File: src/rtl/i2s_slave_tx.sv
// rtl/i2s_slave_tx.sv - I2S slave transmitter, BCLK/WS oversampled on WBs_CLK_i.
// Optional macro I2S_TX_REPEAT_ON_UNDERRUN_EN: repeat the last pair on underrun instead of sending silence.
module i2s_slave_tx #(
    parameter int DATA_WIDTH  = 16,
    parameter int SYNC_STAGES = 2
) (
    input  logic                  WBs_CLK_i,
    input  logic                  WBs_RST_i,
    input  logic                  I2S_S_EN_i,
    input  logic                  i2s_clk_i,
    input  logic                  i2s_ws_clk_i,
    input  logic [DATA_WIDTH-1:0] data_left_i,
    input  logic [DATA_WIDTH-1:0] data_right_i,
    input  logic                  load_i,
    output logic                  ready_o,
    output logic                  sample_req_o,
    output logic                  underrun_o,
    output logic                  i2s_dout_o
);

    localparam int CW = $clog2(DATA_WIDTH + 1);

    logic [SYNC_STAGES-1:0] bclk_sync_q, bclk_sync_d;
    logic [SYNC_STAGES-1:0] ws_sync_q, ws_sync_d;
    logic                   bclk_prev_q, bclk_prev_d;
    logic                   ws_r_q, ws_r_d;
    logic                   chan_start_q, chan_start_d;
    logic                   armed_q, armed_d;
    logic                   hold_full_q, hold_full_d;
    logic [DATA_WIDTH-1:0]  hold_l_q, hold_l_d;
    logic [DATA_WIDTH-1:0]  hold_r_q, hold_r_d;
    logic [DATA_WIDTH-1:0]  act_l_q, act_l_d;
    logic [DATA_WIDTH-1:0]  act_r_q, act_r_d;
    logic [DATA_WIDTH-1:0]  shift_q, shift_d;
    logic [CW-1:0]          bit_cnt_q, bit_cnt_d;
    logic                   dout_q, dout_d;
    logic                   sample_req_q, sample_req_d;
    logic                   underrun_q, underrun_d;
    logic [DATA_WIDTH-1:0]  word_sel;
    logic                   bclk_rise, bclk_fall;

    assign bclk_rise = bclk_sync_q[SYNC_STAGES-1] & ~bclk_prev_q;
    assign bclk_fall = ~bclk_sync_q[SYNC_STAGES-1] & bclk_prev_q;

    always_comb begin
        bclk_sync_d  = {bclk_sync_q[SYNC_STAGES-2:0], i2s_clk_i};
        ws_sync_d    = {ws_sync_q[SYNC_STAGES-2:0], i2s_ws_clk_i};
        bclk_prev_d  = bclk_sync_q[SYNC_STAGES-1];
        ws_r_d       = ws_r_q;
        chan_start_d = chan_start_q;
        armed_d      = armed_q;
        hold_full_d  = hold_full_q;
        hold_l_d     = hold_l_q;
        hold_r_d     = hold_r_q;
        act_l_d      = act_l_q;
        act_r_d      = act_r_q;
        shift_d      = shift_q;
        bit_cnt_d    = bit_cnt_q;
        dout_d       = dout_q;
        sample_req_d = 1'b0;
        underrun_d   = 1'b0;
        word_sel     = '0;

        // Load decision is taken on the pre-load hold_full, so a same-cycle transfer wins.
        if (load_i && !hold_full_q) begin
            hold_l_d    = data_left_i;
            hold_r_d    = data_right_i;
            hold_full_d = 1'b1;
        end

        if (bclk_rise) begin
            ws_r_d       = ws_sync_q[SYNC_STAGES-1];
            chan_start_d = (ws_sync_q[SYNC_STAGES-1] != ws_r_q);
        end

        if (bclk_fall) begin
            chan_start_d = 1'b0;
            if (chan_start_q) begin
                if (!ws_r_q) begin
                    armed_d = 1'b1;
                    if (hold_full_q) begin
                        act_l_d      = hold_l_q;
                        act_r_d      = hold_r_q;
                        hold_full_d  = 1'b0;
                        sample_req_d = 1'b1;
                    end else begin
`ifdef I2S_TX_REPEAT_ON_UNDERRUN_EN
                        act_l_d = act_l_q;
                        act_r_d = act_r_q;
`else
                        act_l_d = '0;
                        act_r_d = '0;
`endif
                        underrun_d = 1'b1;
                    end
                end
                if (armed_d) begin
                    word_sel  = ws_r_q ? act_r_d : act_l_d;
                    dout_d    = word_sel[DATA_WIDTH-1];
                    shift_d   = word_sel << 1;
                    bit_cnt_d = CW'(1);
                end else begin
                    dout_d = 1'b0;
                end
            end else if (armed_q && (bit_cnt_q < CW'(DATA_WIDTH))) begin
                dout_d    = shift_q[DATA_WIDTH-1];
                shift_d   = shift_q << 1;
                bit_cnt_d = bit_cnt_q + CW'(1);
            end else begin
                dout_d = 1'b0;
            end
        end
    end

    always_ff @(posedge WBs_CLK_i or posedge WBs_RST_i) begin
        if (WBs_RST_i) begin
            bclk_sync_q  <= '0;
            ws_sync_q    <= '0;
            bclk_prev_q  <= 1'b0;
            ws_r_q       <= 1'b0;
            chan_start_q <= 1'b0;
            armed_q      <= 1'b0;
            hold_full_q  <= 1'b0;
            hold_l_q     <= '0;
            hold_r_q     <= '0;
            act_l_q      <= '0;
            act_r_q      <= '0;
            shift_q      <= '0;
            bit_cnt_q    <= '0;
            dout_q       <= 1'b0;
            sample_req_q <= 1'b0;
            underrun_q   <= 1'b0;
        end else if (!I2S_S_EN_i) begin
            bclk_sync_q  <= '0;
            ws_sync_q    <= '0;
            bclk_prev_q  <= 1'b0;
            ws_r_q       <= 1'b0;
            chan_start_q <= 1'b0;
            armed_q      <= 1'b0;
            hold_full_q  <= 1'b0;
            hold_l_q     <= '0;
            hold_r_q     <= '0;
            act_l_q      <= '0;
            act_r_q      <= '0;
            shift_q      <= '0;
            bit_cnt_q    <= '0;
            dout_q       <= 1'b0;
            sample_req_q <= 1'b0;
            underrun_q   <= 1'b0;
        end else begin
            bclk_sync_q  <= bclk_sync_d;
            ws_sync_q    <= ws_sync_d;
            bclk_prev_q  <= bclk_prev_d;
            ws_r_q       <= ws_r_d;
            chan_start_q <= chan_start_d;
            armed_q      <= armed_d;
            hold_full_q  <= hold_full_d;
            hold_l_q     <= hold_l_d;
            hold_r_q     <= hold_r_d;
            act_l_q      <= act_l_d;
            act_r_q      <= act_r_d;
            shift_q      <= shift_d;
            bit_cnt_q    <= bit_cnt_d;
            dout_q       <= dout_d;
            sample_req_q <= sample_req_d;
            underrun_q   <= underrun_d;
        end
    end

    assign ready_o      = ~hold_full_q;
    assign sample_req_o = sample_req_q;
    assign underrun_o   = underrun_q;
    assign i2s_dout_o   = dout_q;

endmodule

File: config.mk
export PLATFORM = sky130hd
export DESIGN_NAME = i2s_slave_tx
export DESIGN_NICKNAME = d
export VERILOG_FILES = /design/src/rtl/i2s_slave_tx.sv
export SDC_FILE = /design/constraint.sdc
export NUM_CORES = 1
export LEC_CHECK = 0
export ABC_AREA = 0
export BUFFER_PORTS_ARGS = -buffer_cell sky130_fd_sc_hd__buf_2
export CORE_ASPECT_RATIO = 0.9
export CORE_MARGIN = 8
export CORE_UTILIZATION = 50
export CTS_BUF_LIST = sky130_fd_sc_hd__clkbuf_4
export DETAILED_ROUTE_END_ITERATION = 8
export PLACE_DENSITY = 0.7
export SLEW_MARGIN = 25
export SYNTH_ARGS = -nofsm -noshare
export SYNTH_HDL_FRONTEND = slang
export SYNTH_SLANG_ARGS = --single-unit
File: constraint.sdc
create_clock -name WBs_CLK_i -period 4.6 [get_ports WBs_CLK_i]
set_input_delay 1.38 -clock WBs_CLK_i [delete_from_list [all_inputs] [get_ports WBs_CLK_i]]
set_output_delay 1.38 -clock WBs_CLK_i [all_outputs]
set_load 0.005 [all_outputs]
# After elaboration in Yosys (flattened, before gate mapping)
# Cells that the tools add are included.
# totals
regBits,97
# classes
n_eq_ne,8
order_cmp,1
reduce_logical,5
bitwise,5
n_mux,60
n_addsub,1
# ops
operator,count
$mux 16,20
$mux 1,33
$mux 5,5
$ne 2x1->1 const B,4
$ne 3x1->1 const B,2
$add 5x1->5 const B,1
$lt 5x5->1 const B,1
$mux 2,2
$ne 3x2->1 const B,1
$not 1->1,3
$reduce_and 3->1,1
$and 1x1->1,2
$logic_and 1x1->1,2
$reduce_and 2->1,1
$logic_not 1->1,1
$ne 1x1->1,1

# Longest topological paths before layout
# Gate-level depths: netlist of run 1.
# logic_depth
depth_word,8
mapped_depth,7
depth_no_buf,5

# Least setup slack after synthesis of run 1
# Ideal clock, no wire load.
# synth_path
path_kind,input port to flip-flop
from,input I2S_S_EN_i
to,register bit_cnt_q[3]
slack_ns,2.056
setup_ns,0.069
stages,5
arrival_time_ns,2.475
cell_sequence,buf_2 nor2b_1 a32o_1 or4_1 nand3_1
# synth_via
elab_chain_len,2
elab_cells_between_ends,5
# synth_rtl
element,line_no,rtl
"start, declared",9,"input logic I2S_S_EN_i,"
"$ne 3x2->1 (no line), or another cell as far along",-,
$reduce_and 3->1 (no line),-,
"end signal, assigned",163,bit_cnt_q <= bit_cnt_d;
"end, declared",35,"logic [CW-1:0] bit_cnt_q, bit_cnt_d;"
# Several ways; a longest one is shown, not always the timed one.
# A chain may end at the register's enable or synchronous reset.

# Worst setup path in the final report of run 1
# layout_path
from,input I2S_S_EN_i
to,register act_r_q[11]
# layout_via
elab_chain_len,2
elab_cells_between_ends,4
# layout_rtl
element,line_no,rtl
$ne 2x1->1 (no line),-,
$reduce_and 2->1 (no line),-,
"end signal, assigned",161,act_r_q <= act_r_d;
"end, declared",33,"logic [DATA_WIDTH-1:0] act_r_q, act_r_d;"
# Several ways; a longest one is shown, not always the timed one.

==> impl_results.md, run 1 <==
* Outcome: finished clean
* Max-cap violations at 0
* # hold bufs at CTS at 0
* Buf/Inv on CP at 2
* Crit share post-route at 0.715
* Die H at 96.1 um
* Number of flops mapped to enable cells by yosys at 0
* Slowest library cell on the worst path: nor2_1
* Post-synthesis xor/xnor area fraction at 0.00246
* Global Route Usage Sum at 0.153
* Worst vdd ir at around 170 uV
* Ys Warns at 0
* Post-CTS setup buffers at 0
* Final Hold Vio Count at 0
* Post-synth ARST share at 1.00
* Max-slew violation count at 0
* Synth Area in Compound Gates at 0.222
* FF+latch count, synth at 80
* Mux cell area share after synthesis at 0
* DIE AREA at 10,100 sq um
* Post-synthesis sequential area ratio at 0.562
* Unique masters post-synth at 38
* TritonCTS clock tree: done
* Post-layout util at 0.557
* Drt pass-1 iters at 4
* Gp weighted congestion at 0.757
* First-pass GRT wire length at 12,600 um
* Average wire per standard cell at approximately 15 um
* Max Root-Sink Buffers at 2
* Starting Density at 0.511
* Startpoint types: input port
* Avg Cell Area, Syn at 9.79 sq um
* CP arrival at 3650 ps
* WL met3 at 249 um
* Tmin final at 3290 ps
* Area growth, synth to finish at 8.92%
* Std-Cell Rows at 29
* Worst hold path type: reg2reg
* Post-route DRC violation count at 0
* Final ANT Viol Nets at 0
* Critical-path cell list: buf_2, clkinv_2, nor2_1, a22o_1
* Share of layout cells above drive strength 1 at 0.194
* Post-synthesis adder-cell area fraction at 0.00351
* Fin cells at 485
* Largest net degree at the start of global routing at 81
* Setup TNS at 0 ps
* RSZ-0062 raised after global routing: false
* Total Wirelength at 7210 um
* Max Clk Rate at roughly 300 MHz
* Count of endpoints failing setup in the final report at 0
* Wire length on met2 at 3230 um
* Top Ports at 42
* Critical path class: in2reg
* Clk_lat worst skew at 410 ps
* Commonest non-fill, non-tap cell in the layout: nand2_1
* Placement Setup Slack at 1200 ps
* DRT iter0 DRCs at 164
* Congestion Overflow GR at 0
* Die X at 105 um
* DPL Wire Length at approximately 4600 um
* Vias per cell at 5.48
* Root Driver: clkbuf_4
* CP top delay family: simple AND/OR/NAND/NOR gates
* Largest family of logic cells by synthesized area: compound AO/OA/AOI/OAI gates
* Crit Path Max Fanout at 56
* Number of nets in the layout at 426
* Final WS setup at 1310 ps
* Leakage at 1.72 nW
* Most frequent cells in the layout: nand2_1 (84), dfrtp_1 (80), a21oi_1 (43)
* Placed Cells at 469
* Netlist Area Pre-Place at 3560 sq um
* CTS sink cnt at 80
* Simple-gate share of the synthesized area at 0.160
* Crit path largest cell delay at 1020 ps
* Vias in the first global route at approximately 2,600
* IO Port Bufs at 41
* CTS resizes at 0
* Diode count at 0
* Relative slew slack at 0.352
* H-tree Lvls at 3
* Required time of the critical path at 4950 ps
* Syn nets at 403
* Clock-pin slew on the worst setup and hold paths at 130 ps
* M1 WL at between 3000 and 4000 um
* Top FF cell, synth: dfrtp_1
* Clk_skew at 13.5 ps
* Antenna violations before repair at 0
* Pwr/cell area at 306 nW/um^2
* Number of buffers created by CTS at 9
* Syn Inst Count at 364
* Highest metal used: met4
* Design Power at 1.19 mW
* Via count at around 2,700
* Least-Margin Pin Slew at 969 ps
* Setup crit end kind: register
* CORE AREA at ~7000 sq um
-- through the flow --
step | hold WS, ps | cell area, sq um
after floorplan | 434 | 3560
after global placement | 437 | 3750
after detailed placement | 446 | 3760
after CTS | 475 | 3870
after global routing | 503 | 3880
final | 473 | 3880
-- cell type report --
| class | count | area [sq um] |
|---|---|---|
| Fill cell | 639 | 3090 |
| Sequential cell | 80 | 2000 |
| Multi-Input combinational cell | 246 | 1400 |
| Timing Repair Buffer | 44 | 231 |
| Tap cell | 93 | 116 |
| Clock buffer | 10 | 75.1 |
| Clock inverter | 6 | 36.3 |
| Inverter | 6 | 23.8 |
-- cell families (layout without fill, tap and decap cells) --
family,count (synthesis),count (layout)
simple gates,131,131
compound gates,113,113
flops,80,80
buf+inv,38,66
fa+ha+maj,1,1
xor+xnor,1,1
-- synthesized netlist by cell type (2+ instances only) --
cell | instances | share of area
buf_4 | 2 | 0.0042
a22oi_1 | 14 | 0.030
o21ai_1 | 3 | 0.0042
buf_1 | 4 | 0.0042
clkbuf_1 | 15 | 0.016
nand2_1 | 85 | 0.090
a211o_1 | 13 | 0.032
a21oi_1 | 43 | 0.060
a22o_1 | 16 | 0.039
and2b_1 | 2 | 0.0042
inv_1 | 5 | 0.0053
nand4_1 | 2 | 0.0035
a32o_1 | 2 | 0.0056
o21ai_0 | 3 | 0.0042
nand3b_1 | 2 | 0.0042
buf_2 | 9 | 0.013
dfrtp_1 | 80 | 0.56
nand3_1 | 7 | 0.0098
nand2b_1 | 2 | 0.0035
o211ai_1 | 3 | 0.0063
nor2b_1 | 3 | 0.0053
a21oi_2 | 9 | 0.022
a211oi_1 | 2 | 0.0042
buf_6 | 2 | 0.0063
nor2_1 | 20 | 0.021
and2_1 | 4 | 0.0070
-- where the power goes --
group	internal (mW)	leakage, nW	switching, mW
logic	0.0331	0.560	0.0712
clock network	0.115	0.0675	0.234
registers	0.722	1.10	0.0125
-- per-layer routing --
layer  vias to the layer above  global-route usage
li1                       1310                   -
met1                      1276               0.211
met2                        64               0.238
met3                        10              0.0248
met4                         0              0.0676
met5                         -                   0
-- registers in the layout (all words and copies together), names as in the netlist --
name / cells
act_r_q: 16
armed_q: 1
bclk_prev_q: 1
bclk_sync_q: 2
bit_cnt_q: 5
chan_start_q: 1
hold_full_q: 1
hold_l_q: 16
hold_r_q: 16
i2s_dout_o: 1
sample_req_o: 1
shift_q: 15
underrun_o: 1
ws_r_q: 1
ws_sync_q: 2
-- final timing paths --
check	start	to	slack (ps)	cells past startpoint
min reg2reg	bclk_sync_q[0]	bclk_sync_q[1]	470	1
max reg2reg	chan_start_q	act_r_q[11]	2500	5
max in group asynchronous	WBs_RST_i	bclk_prev_q	2990	3
max	I2S_S_EN_i	act_r_q[11]	1310	4
min	bclk_sync_q[0]	bclk_sync_q[1]	470	1
min in group asynchronous	WBs_RST_i	hold_r_q[1]	1150	3
(Power assumes the default switching activity.)
==> run 2, diff against run 1 <==
--- a/config.mk
+++ b/config.mk
@@ -12,7 +12,7 @@
 export CORE_UTILIZATION = 50
 export CTS_BUF_LIST = sky130_fd_sc_hd__clkbuf_4
 export DETAILED_ROUTE_END_ITERATION = 8
-export PLACE_DENSITY = 0.7
+export PLACE_DENSITY = 0.73
 export SLEW_MARGIN = 25
 export SYNTH_ARGS = -nofsm -noshare
 export SYNTH_HDL_FRONTEND = slang
==> constraint.sdc (replaced) <==
create_clock -name WBs_CLK_i -period 2.8 [get_ports WBs_CLK_i]
set_input_delay 0.84 -clock WBs_CLK_i [delete_from_list [all_inputs] [get_ports WBs_CLK_i]]
set_output_delay 0.84 -clock WBs_CLK_i [all_outputs]
set_load 0.005 [all_outputs]
==> impl_results.md, run 2 (synthesis gave the netlist of run 1 again) <==
* Outcome: finished clean
* Crit Path Max Fanout at 6
* Clk_skew at 22.5 ps
* Critical path class: reg2out
* Least-Margin Pin Slew at approximately 610 ps
* Global Route Usage Sum at 0.161
* Clock-pin slew on the worst setup and hold paths at around 140 ps
* Top Ports at 42
* IO Port Bufs at 41
* RSZ-0062 raised after global routing: false
* Max-cap violations at 0
* Share of layout cells above drive strength 1 at 0.209
* Design area at about 4000 sq um
* Antenna violations before repair at 0
* Area growth, synth to finish at 11.3%
* Max Clk Rate at 493 MHz
* Leakage at roughly 1.8 nW
* Std-Cell Rows at 29
* Average wire per standard cell at 15.5 um
* Drt pass-1 iters at 4
* Count of endpoints failing setup in the final report at 0
* Number of buffers created by CTS at 9
* Clk_lat worst skew at 420 ps
* Grt met1 use at 0.223
* Most frequent cells in the layout: nand2_1 (85), dfrtp_1 (80), a21oi_1 (43)
* CTS sink cnt at 80
* Die H at around 96 um
* Setup TNS at 0 ps
* Vias per cell at 5.44
* Vias in the first global route at 2,688
* Number of nets in the layout at 432
* Gp weighted congestion at 0.823
* Congestion Overflow GR at 0
* Starting Density at 0.511
* First-pass GRT wire length at 13,200 um
* Final Hold Vio Count at 0
* Post-CTS setup buffers at 0
* Worst hold path type: in2async
* CP arrival at 1190 ps
* H-tree Lvls at 3
* Via count at around 2,700
* Tmin final at 2030 ps
* Total Wirelength at between 7000 and 8000 um
* Commonest non-fill, non-tap cell in the layout: nand2_1
* Required time of the critical path at 1960 ps
* Setup crit end kind: primary output
* Max-slew violation count at 0
* Diode count at 0
* # fillers at 641
* Pwr/cell area at 527 nW/um^2
* Die X at 105 um
* Startpoint types: register
* DPL Wire Length at 5250 um
* Largest net degree at the start of global routing at 45
* # hold bufs at CTS at 0
* Placed cell areas at about 3800 sq um
* GR Util met3 at 0.0234
* R2R Setup Slk at roughly 860 ps
* Max Root-Sink Buffers at 2
* Busiest grt layer: met2
* Final ANT Viol Nets at 0
* Post-route DRC violation count at 0
* Largest registers: act_r_q x16, hold_l_q x16, hold_r_q x16
* DIE AREA at 10,100 sq um
* Worst vdd ir at between 300 and 400 uV
* CTS resizes at 0
* GRT met2 Usage at 0.254
* TritonCTS clock tree: done
* Relative slew slack at 0.595
* Root Driver: clkbuf_4
* CORE AREA at 6970 sq um
* Crit share post-route at 0.724
* DRT iter0 DRCs at approximately 140
## run 2: changes by cell type in the layout (fill, tap and decap cells not counted), sizes merged
cell	before	now
buf	44	50
clkinv	7	1
clkinvlp	0	4
inv	5	7
bufinv	0	1
clkbuf	10	9
## run 2: cell type report
type,instances,area (sq um),area share
multi-input combinational,246,1390,0.350
tap,93,116,0.0293
sequential,80,2000,0.505
inverter,6,26.3,0.00662
timing repair buffer,50,285,0.0719
clock buffer,9,67.6,0.0170
clock inverter,7,78.8,0.0199
## run 2: path summary, 6_finish.rpt
check                             startpoint      endpoint  depth (start not counted)
worst max-delay path             hold_full_q       ready_o                          2
worst min-delay path               WBs_RST_i   hold_r_q[0]                          2
worst max register to register        ws_r_q    shift_q[9]                          4
worst min register to register  ws_sync_q[0]  ws_sync_q[1]                          1
max in group asynchronous          WBs_RST_i    act_r_q[4]                          3
min in group WBs_CLK_i          ws_sync_q[0]  ws_sync_q[1]                          1
## run 2: layer usage
metal / share of wire / vias to the layer above / wire (um)
li1: - / 1324 / -
met1: 0.50 / 1305 / 3810
met2: 0.47 / 38 / 3550
met3: 0.024 / 6 / 182
met4: 0.0079 / 0 / 60
met5: 0 / - / 0
## run 2: power breakdown
| group | switching (mW) | internal (mW) | total [mW] |
|---|---|---|---|
| Sequential | 0.0210 | 1.19 | 1.21 |
| Combinational | 0.120 | 0.0603 | 0.181 |
| Clock | 0.421 | 0.279 | 0.701 |
| Total | 0.563 | 1.53 | 2.09 |
## run 2: per-stage QoR
stage	instances	setup WS (ps)	util	power (mW)	hold slack (ps)
2_1_floorplan	364	796	-	1.34	434
3_3_place_gp	475	431	0.548	1.41	437
3_5_place_dp	475	364	0.548	1.41	451
4_1_cts	491	631	0.569	2.11	333
5_1_grt	491	719	0.569	2.19	343
6_report	491	773	0.569	2.09	340
## run 2: worst max-delay path: stages, from the launching register on
cell	delay, ps
dfrtp_1	460
inv_1	170
buf_2	140
==> run 3, diff against run 2 <==
--- a/config.mk
+++ b/config.mk
@@ -5,14 +5,14 @@
 export SDC_FILE = /design/constraint.sdc
 export NUM_CORES = 1
 export LEC_CHECK = 0
-export ABC_AREA = 0
+export ABC_AREA = 1
 export BUFFER_PORTS_ARGS = -buffer_cell sky130_fd_sc_hd__buf_2
 export CORE_ASPECT_RATIO = 0.9
 export CORE_MARGIN = 8
 export CORE_UTILIZATION = 50
 export CTS_BUF_LIST = sky130_fd_sc_hd__clkbuf_4
 export DETAILED_ROUTE_END_ITERATION = 8
-export PLACE_DENSITY = 0.73
+export PLACE_DENSITY = 0.7
 export SLEW_MARGIN = 25
 export SYNTH_ARGS = -nofsm -noshare
 export SYNTH_HDL_FRONTEND = slang
==> constraint.sdc (replaced) <==
create_clock -name WBs_CLK_i -period 1.95 [get_ports WBs_CLK_i]
set_input_delay 0.585 -clock WBs_CLK_i [delete_from_list [all_inputs] [get_ports WBs_CLK_i]]
set_output_delay 0.585 -clock WBs_CLK_i [all_outputs]
set_load 0.005 [all_outputs]
==> impl_results.md, run 3 <==
* Number of nets in the layout at 529
* IO Port Bufs at 41
* DPL Wire Length at 5730 um
* Sw Pwr at 0.817 mW
* Syn Inst Count at 454
* Pwr/cell area at 703 nW/um^2
* Die H at 98.3 um
* CTS sink cnt at 80
* H-tree Lvls at 3
* Top FF cell, synth: dfrtp_1
* Post-synth top area share at 0.532
* Share of layout cells above drive strength 1 at 0.168
* Syn nets at 493
* Crit path largest cell delay at ~460 ps
* Max-cap violations at 0
* Unique masters post-synth at 28
* Post-CTS setup buffers at 0
* Most frequent cells in the layout: nand2_1 (119), dfrtp_1 (80), o21ai_0 (68)
* Diode count at 0
* DIE AREA at 10,600 sq um
* Via count at 2,996
* Total Wirelength at 8030 um
* Required time of the critical path at 1360 ps
* CORE AREA at 7430 sq um
* Simple-gate share of the synthesized area at 0.223
* CTS resizes at 0
* Gp weighted congestion at 0.822
* CP top delay family: flip-flops
* Leakage at 2.03 nW
* Vias per cell at between 5 and 6
* Post-synthesis adder-cell area fraction at 0.00333
* Synth top cells by count: nand2_1 (119), dfrtp_1 (80), o21ai_0 (68)
* Relative slew slack at 0.710
* Clk_skew at 19.9 ps
* Synth area leader: dfrtp_1
* Antenna violations before repair at 0
* Starting Density at 0.506
* Synth area leaders: dfrtp_1 (53%), nand2_1 (12%), o21ai_0 (9.0%), inv_1 (5.4%), nand3_1 (3.9%)
* Tmin final at 1720 ps
* Sw Ratio at 0.282
* Drt pass-1 iters at 4
* First-pass GRT wire length at approximately 14,000 um
* Mux cell area share after synthesis at 0
* P_int at around 2.1 mW
* Least-Margin Pin Slew at 434 ps
* Slowest library cell on the worst path: dfrtp_1
* Worst hold path type: in2async
* Final ANT Viol Nets at 0
* # hold bufs at CTS at 0
* Design Power at 2.90 mW
* Largest net degree at the start of global routing at 81
* Post-layout util at 0.555
* Setup crit end kind: primary output
* Clock network power share at 0.292
* Die X at 107 um
* Final Hold Vio Count at 0
* Buf/Inv on CP at 2
* Startpoint types: register
* Crit share post-route at 0.880
* Clk_lat worst skew at 430 ps
* Avg Cell Area, Syn at 8.28 sq um
* Post-synthesis xor/xnor area fraction at 0.00233
* Netlist Area Pre-Place at 3760 sq um
* Largest family of logic cells by synthesized area: simple AND/OR/NAND/NOR gates
* Number of buffers created by CTS at 9
* Ys Warns at 0
* Root Driver: clkbuf_4
* Max-slew violation count at 0
* Post-synthesis sequential area ratio at 0.532
* TritonCTS clock tree: done
* Most frequent cell after synthesis: nand2_1
* Commonest non-fill, non-tap cell in the layout: nand2_1
* Vias in the first global route at 2,976
* FF+latch count, synth at 80
* Synth Area in Compound Gates at 0.135
* Area growth, synth to finish at 9.71%
* Std-Cell Rows at 30
* Outcome: finished clean
* RSZ-0062 raised after global routing: false
* Critical-path cell list: inv_2, buf_2
* Number of flops mapped to enable cells by yosys at 0
* Count of endpoints failing setup in the final report at 0
* Top Ports at 42
* DRT iter0 DRCs at 158
* Critical path class: reg2out
* Crit Path Max Fanout at 4
* Post-route DRC violation count at 0
* Max Clk Rate at approximately 580 MHz
* CP arrival at 1130 ps
* Sequential share of power at 0.607
* Largest registers: act_r_q x16, hold_l_q x16, hold_r_q x16
* Clock-pin slew on the worst setup and hold paths at approximately 130 ps
* Max Root-Sink Buffers at 2
* Average wire per standard cell at 13.6 um
* Worst vdd ir at 395 uV
* Combinational share of power at 0.101
* Global Route Usage Sum at 0.164
* Congestion Overflow GR at 0
* Post-synth ARST share at 1.00
run 3: cell count changes in the layout (fill, tap and decap cells not counted), sizes merged, moves of 4 or more:
| cell | delta |
|---|---|
| a211o | -13 |
| a21oi | -25 |
| a22o | -16 |
| a22oi | -14 |
| and2 | -4 |
| clkinv | +4 |
| inv | +52 |
| nand2 | +38 |
| nand3 | +24 |
| nor2 | +6 |
| o21ai | +66 |
run 3: routing by layer:
metal	wire length, um	up-vias	global-route usage	share of wire
met3	302	4	0.0434	0.038
met5	0	-	0	0
met2	3970	51	0.261	0.49
li1	-	1511	-	-
met1	3700	1430	0.212	0.46
met4	61	0	0.0469	0.0076
run 3: final timing paths:
kind | startpoint | endpoint | slack [ps] | cells past startpoint
max in group asynchronous | WBs_RST_i | bit_cnt_q[1] | 1340 | 3
hold / removal | WBs_RST_i | hold_l_q[12] | 240 | 3
hold reg to reg | bclk_sync_q[0] | bclk_sync_q[1] | 460 | 2
setup reg to reg | chan_start_q | shift_q[10] | 460 | 5
setup / recovery | hold_full_q | ready_o | 230 | 2
min in group WBs_CLK_i | i2s_ws_clk_i | ws_sync_q[0] | 350 | 3
run 3: area by class of cell:
type	instances	area [sq um]
tap	96	120
clock inverter	7	46.3
timing repair buffer	51	293
sequential	80	2000
clock buffer	9	67.6
multi-input combinational	289	1370
inverter	59	231
fill	709	3310
run 3: stage by stage:
stage / cell area [sq um] / hold slack [ps] / setup WS (ps) / setup TNS [ps] / cells
after floorplan: 3760 / 413 / 442 / 0 / 454
after global placement: 4010 / 434 / 91.6 / 0 / 575
after detailed placement: 4010 / 421 / -19.5 / -39.6 / 575
after CTS: 4130 / 260 / 203 / 0 / 591
after global routing: 4130 / 251 / 160 / 0 / 591
final: 4130 / 237 / 234 / 0 / 591
run 3: cells by family after synthesis:
kind of cell | count (synthesis)
buf+inv | 85
fa+ha+maj | 1
simple gates | 186
compound gates | 101
xor+xnor | 1
flops | 80
run 3: power by group through the flow:
stage	clock [mW]	combinational [mW]	sequential [mW]
final	0.848	0.292	1.76
after global routing	0.937	0.339	1.77
after CTS	0.875	0.297	1.76
after detailed placement	0	0.297	1.79
after global placement	0	0.289	1.79
after floorplan	0	0.209	1.78
run 3: worst min-delay path, delay by kind of cell:
kind / cells / cell delay, ps
buffers and inverters: 3 / 510
